<file path="config.mk">
export PLATFORM = sky130hd
export DESIGN_NAME = qeciphy_resetwatchdog
export DESIGN_NICKNAME = d
export VERILOG_FILES = /design/src/rtl/qeciphy_pkg.sv /design/src/rtl/riv_counter.sv /design/src/rtl/qeciphy_resetwatchdog.sv
export SDC_FILE = /design/constraint.sdc
export NUM_CORES = 1
export LEC_CHECK = 0
export BUFFER_PORTS_ARGS = -buffer_cell sky130_fd_sc_hd__buf_2
export CAP_MARGIN = 10
export CORE_MARGIN = 8
export CORE_UTILIZATION = 45
export CTS_CLUSTER_DIAMETER = 60
export CTS_CLUSTER_SIZE = 25
export DETAILED_ROUTE_END_ITERATION = 6
export HOLD_SLACK_MARGIN = 0.15
export PLACE_DENSITY = 0.61
export SLEW_MARGIN = 25
export SYNTH_ARGS = -nofsm -noshare
export SYNTH_HDL_FRONTEND = slang
export SYNTH_SLANG_ARGS = --single-unit
</file>
<file path="constraint.sdc">
create_clock -name axis_clk -period 4.1 [get_ports axis_clk]
set_input_delay 0.205 -clock axis_clk [delete_from_list [all_inputs] [get_ports axis_clk]]
set_output_delay 0.205 -clock axis_clk [all_outputs]
set_load 0.05 [all_outputs]
</file>
<file path="src/rtl/qeciphy_pkg.sv">
// -----------------------------------------------------------------------------
// qeciphy_pkg
// Shared types and constants for the QECIPHY reset watchdog.
//   wd_state_e   : watchdog state encoding; ST_RSVD is never entered on purpose
//                  and is handled as ASSERT if a state upset ever lands on it.
//   WD_CNT_W     : width of the shared pulse/timeout counter.
//   sat_inc8()   : saturating 8-bit increment used by the fault counter.
// -----------------------------------------------------------------------------
package qeciphy_pkg;

  typedef enum logic [2:0] {
    ST_ASSERT    = 3'd0,
    ST_WAIT_DONE = 3'd1,
    ST_RUN       = 3'd2,
    ST_FAILED    = 3'd3,
    ST_RSVD      = 3'd7
  } wd_state_e;

  localparam int WD_CNT_W = 24;

  function automatic logic [7:0] sat_inc8(input logic [7:0] value);
    return (value == 8'hFF) ? value : value + 8'd1;
  endfunction

endpackage

</file>
<file path="src/rtl/riv_counter.sv">
// -----------------------------------------------------------------------------
// riv_counter
// Free-running up-counter with synchronous clear, used to time both the reset
// pulse and the reset-done timeout.
//   clk   : clock
//   rst   : synchronous active-high reset, forces count to zero
//   clr   : synchronous reload to zero (takes priority over en)
//   en    : count enable
//   count : current count value
// -----------------------------------------------------------------------------
module riv_counter #(
  parameter int WIDTH = 24
) (
  input  logic             clk,
  input  logic             rst,
  input  logic             clr,
  input  logic             en,
  output logic [WIDTH-1:0] count
);

  // NOTE: sequential state uses non-blocking (<=) so every register samples
  // pre-edge values and simulation matches the synthesized flops.
  always_ff @(posedge clk) begin
    if (rst || clr) begin
      count <= '0;
    end else if (en) begin
      count <= count + 1'b1;
    end
  end

endmodule

</file>
<file path="src/rtl/qeciphy_resetwatchdog.sv">
// -----------------------------------------------------------------------------
// qeciphy_resetwatchdog
// Drives the active-low master reset of the QECIPHY reset controller, retries
// bring-up on timeout, re-resets on link loss and gives up after MAX_RETRIES
// consecutive timeouts until the user asks again.
//   axis_clk        : single clock
//   axis_rst        : synchronous active-high reset
//   i_user_rst_req  : level-sensitive user reset request (highest priority)
//   i_reset_done    : bring-up complete from the reset controller
//   i_link_fault    : link loss from downstream PHY logic
//   o_ctrl_rst_n    : active-low reset to the reset controller
//   o_busy          : in ASSERT or WAIT_DONE
//   o_failed        : in FAILED
//   o_retry_count   : timed-out attempts since last request / good bring-up
//   o_fault_count   : link faults seen in RUN, saturating at 255
// -----------------------------------------------------------------------------
module qeciphy_resetwatchdog
  import qeciphy_pkg::*;
#(
  parameter int RST_PULSE_CYCLES = 16,
  parameter int TIMEOUT_CYCLES   = 1048576,
  parameter int MAX_RETRIES      = 4
) (
  input  logic       axis_clk,
  input  logic       axis_rst,
  input  logic       i_user_rst_req,
  input  logic       i_reset_done,
  input  logic       i_link_fault,
  output logic       o_ctrl_rst_n,
  output logic       o_busy,
  output logic       o_failed,
  output logic [3:0] o_retry_count,
  output logic [7:0] o_fault_count
);

  localparam logic [WD_CNT_W-1:0] PULSE_LAST   = WD_CNT_W'(RST_PULSE_CYCLES - 1);
  localparam logic [WD_CNT_W-1:0] TIMEOUT_LAST = WD_CNT_W'(TIMEOUT_CYCLES - 1);
  localparam logic [3:0]          RETRY_LIMIT  = 4'(MAX_RETRIES);

  wd_state_e           state;
  wd_state_e           state_nx;
  logic [3:0]          retry_nx;
  logic [7:0]          fault_nx;
  logic [WD_CNT_W-1:0] cnt;
  logic                cnt_clr;
  logic                cnt_en;

  // One counter times both phases; it restarts from zero whenever the state
  // changes or a user request re-enters ASSERT.
  riv_counter #(
    .WIDTH (WD_CNT_W)
  ) u_cnt (
    .clk   (axis_clk),
    .rst   (axis_rst),
    .clr   (cnt_clr),
    .en    (cnt_en),
    .count (cnt)
  );

  assign cnt_clr = i_user_rst_req || (state_nx != state);
  assign cnt_en  = (state == ST_ASSERT) || (state == ST_WAIT_DONE);

  always_comb begin
    // NOTE: every always_comb output gets a default first so no path can
    // leave it unassigned and infer a latch.
    state_nx = state;
    retry_nx = o_retry_count;
    fault_nx = o_fault_count;

    if (i_user_rst_req) begin
      state_nx = ST_ASSERT;
      retry_nx = '0;
    end else begin
      case (state)
        ST_WAIT_DONE: begin
          // reset_done is checked first so it wins over a coincident timeout
          if (i_reset_done) begin
            state_nx = ST_RUN;
            retry_nx = '0;
          end else if (cnt == TIMEOUT_LAST) begin
            retry_nx = o_retry_count + 4'd1;
            state_nx = (retry_nx == RETRY_LIMIT) ? ST_FAILED : ST_ASSERT;
          end
        end
        ST_RUN: begin
          // RUN is only entered with reset_done high, so a low level here is
          // a fall of reset_done.
          if (i_link_fault || !i_reset_done) begin
            state_nx = ST_ASSERT;
            fault_nx = sat_inc8(o_fault_count);
          end
        end
        ST_FAILED: begin
          state_nx = ST_FAILED;
        end
        default: begin
          // ASSERT; the reserved code is steered back into a clean ASSERT
          if (state != ST_ASSERT) begin
            state_nx = ST_ASSERT;
          end else if (cnt == PULSE_LAST) begin
            state_nx = ST_WAIT_DONE;
          end
        end
      endcase
    end
  end

  // Outputs are registered from the next state so they line up with state.
  always_ff @(posedge axis_clk) begin
    if (axis_rst) begin
      state         <= ST_ASSERT;
      o_ctrl_rst_n  <= 1'b0;
      o_busy        <= 1'b1;
      o_failed      <= 1'b0;
      o_retry_count <= '0;
      o_fault_count <= '0;
    end else begin
      state         <= state_nx;
      o_ctrl_rst_n  <= (state_nx == ST_WAIT_DONE) || (state_nx == ST_RUN);
      o_busy        <= (state_nx == ST_ASSERT) || (state_nx == ST_WAIT_DONE);
      o_failed      <= (state_nx == ST_FAILED);
      o_retry_count <= retry_nx;
      o_fault_count <= fault_nx;
    end
  end

endmodule
</file>
==> impl_metrics.yaml <==
outcome:
  status: "finished, final reports clean"
clocking:
  htree_num_levels: 2
  cts.clk_slew.worst_paths_ns: 0.08
  clkSinkCount: 42
  postCtsSetupBuffers: 0
  clockBufferDepth: 2
  clock_tree_from_tritoncts: "done"
  clk_root_buffer_cell: "clkbuf_8"
  clk-insertion-delay-late_ns: 0.29
  cts-buffers-inserted: 5
  cts_repair_resize_count: 0
  ctsHoldBuffers: 0
yosys:
  syn-mean-instance-area_um2: 8.50
  synth_ff_type: "dfxtp_1"
  synth.ff_latch_count: 42
  yosys.cell_types.count: 50
  yosysWarnings: 0
  syn_area_um2: 2250
  synthCells: 265
  synth_async_sr_flop_share: 0
  synth_nets: 274
  synth_edf_count: 0
  synth_sequential_area_ratio: 0.373
setup_path:
  timing.critical_path.cells: "ha_1, nand3b_1, o31ai_4, and4b_4, a211oi_4, nor3b_1"
  rr_worst_depth: 6
  worst_ep_arrival_time_ns: 2.64
  cp-end-kind: "register"
  worst_path_max_delay_cell: "a211oi_4"
  setup.worst_path.class: "reg -> reg"
  worst-endpoint-required_ns: 4.32
  critical_path.max_stage_delay_ns: 0.79
  crit_path_max_fanout: 24
  start_kind: "register"
grt:
  global_route.overflow_total: 0
  grt_max_degree: 25
  grt_antenna_before_repair: 0
  vias_in_the_first_global_route: 1712
  track_usage: 0.127
  grt_pass1_wl_um: 7760
route:
  drt_first_iter_violations: 163
  post_drt_via_cell_ratio: 5.03
  detailed_route_wl_um: 4460
  detailedRoute.firstPassIterationCount: 4
  drtAntennaViolNets: 0
  dr_vias: 1765
  drc: 0
  wire_length_per_cell_after_detailed_routing_um: 12.7
final_layout:
  postLayoutCoreUtil: 0.513
  n_diodes: 0
  final_common_cell: "dfxtp_1"
  share_of_post_route_cells_with_drive_strength_above_1: 0.173
  fillCellCount: 474
  synthToLayoutAreaGrowth_pct: 9.05
  final_cell_mix: "dfxtp_1, nor2_1, nand2_1, xor2_1, buf_2"
  fin_nets: 292
placed_design:
  post_placement_setup_slack_ns: 1.67
  place_congestion: 0.757
  hpwl_um: 3050
  io_buffer_count: 19
floorplanning:
  placeable_core_region_um2: 4790
  placement_rows: 25
  die_area_um2: 7530
  die_y_um: 86.8
  start_util: 0.471
  die_w_um: 86.8
  ioPinCount: 20
sta:
  post-route-worst-setup-slack_ns: 1.68
  grt_setup_unrepaired: "no"
  period_share: 0.590
  maxSlewViolCount: 0
  max_clock_freq_mhz: 413
  period_minus_slack_ns: 2.42
  finalSetupTns_ns: 0
  fin_skew_ns: 0.00408
  finalHoldViolations: 0
  worst_slew_pin_slew_ns: 0.927
  timing.final.setup_violations: 0
  max-slew-margin-rel: 0.380
run:
  maxCapViolations: 0
pwr:
  ir_worst_vdd_v: 0.000187
  power.static_leakage_nw: 1.03
  power_density_nw_per_um2: 286
min_path:
  hold_depth: 2
  worstHoldPathType: "in -> reg"
-- where the power goes --
group	internal (W)	total [W]	switching (W)
Sequential	0.000408	0.000410	0.00000127
Combinational	0.00000503	0.0000169	0.0000119
Clock	0.000136	0.000276	0.000140
Total	0.000549	0.000703	0.000153
-- layer usage --
layer  track usage  up-vias  routed length, um
met4        0.0423        0                 53
met3        0.0397        7                167
li1              -      930                  -
met5             0        -                  0
met2         0.203       19               2000
met1         0.156      809               2240
-- cell type report --
class,instances,area [um2],share of cell area
repair buffers,21,110,0.0448
well taps,67,83.8,0.0341
flip-flops and latches,42,841,0.342
inverters,8,30.0,0.0122
clock buffers,7,86.3,0.0351
multi-input cells,205,1300,0.530
clock inverters,1,5.00,0.00204
-- path summary, 6_finish.rpt --
| path | startpoint | to | slack (ns) |
|---|---|---|---|
| max reg2reg | o_retry_count[0] | u_cnt.count[1] | 1.68 |
| min reg2reg | o_fault_count[1] | o_fault_count[1] | 0.55 |
| max | o_retry_count[0] | u_cnt.count[1] | 1.68 |
| min | i_user_rst_req | o_retry_count[3] | 0.18 |
-- sequential cells by signal, summed over array words and instances, names as in the netlist --
signal,cells
o_busy,1
o_ctrl_rst_n,1
o_failed,1
o_fault_count,8
o_retry_count,4
state,3
u_cnt.count,24
-- Yosys cell counts (2+ instances only) --
library cell / instances / share of area
inv_1: 8 / 0.013
and4_1: 2 / 0.0078
ha_1: 4 / 0.022
nand3b_1: 2 / 0.0067
nand4_1: 8 / 0.022
o21ai_0: 5 / 0.011
nor2b_1: 2 / 0.0056
nand2_1: 36 / 0.060
xor2_1: 19 / 0.074
dfxtp_1: 42 / 0.37
nor2_1: 41 / 0.068
and4_2: 2 / 0.0089
xnor2_1: 12 / 0.047
and3_1: 5 / 0.014
or2b_2: 2 / 0.0078
buf_2: 2 / 0.0044
nand3_1: 15 / 0.033
mux2i_1: 3 / 0.013
nor4_1: 6 / 0.017
nor3_1: 9 / 0.020
clkbuf_1: 2 / 0.0033
a21oi_1: 2 / 0.0044
buf_6: 5 / 0.025
nor2_2: 5 / 0.014
-- metrics by stage --
stage          cells  power (W)  area (um2)  hold WS (ns)
6_report         351   0.000703        2460         0.183
5_1_grt          351   0.000737        2460         0.174
4_1_cts          351   0.000716        2460         0.167
3_5_place_dp     343   0.000436        2370         0.488
3_3_place_gp     343   0.000436        2370         0.491
2_1_floorplan    265   0.000430        2250         0.277
-- critical path: cells and delay by family (launching register included) --
family / cells / cell delay, ns
AO/OA/AOI/OAI: 2 / 1.00
AND/OR/NAND/NOR: 3 / 0.70
flip-flops: 1 / 0.38
adder cells (fa/ha/maj): 1 / 0.27
-- kinds of logic after synthesis --
group                    Yosys count  synth area share
AND/OR/NAND/NOR                  147             0.340
flip-flops                        42             0.373
buffers and inverters             18            0.0494
AO/OA/AOI/OAI                     18            0.0722
other                              1           0.00166
adder cells (fa/ha/maj)            4            0.0222
multiplexers                       3            0.0133
XOR/XNOR                          32             0.128
No activity file was read; power rests on OpenSTA's default activity.
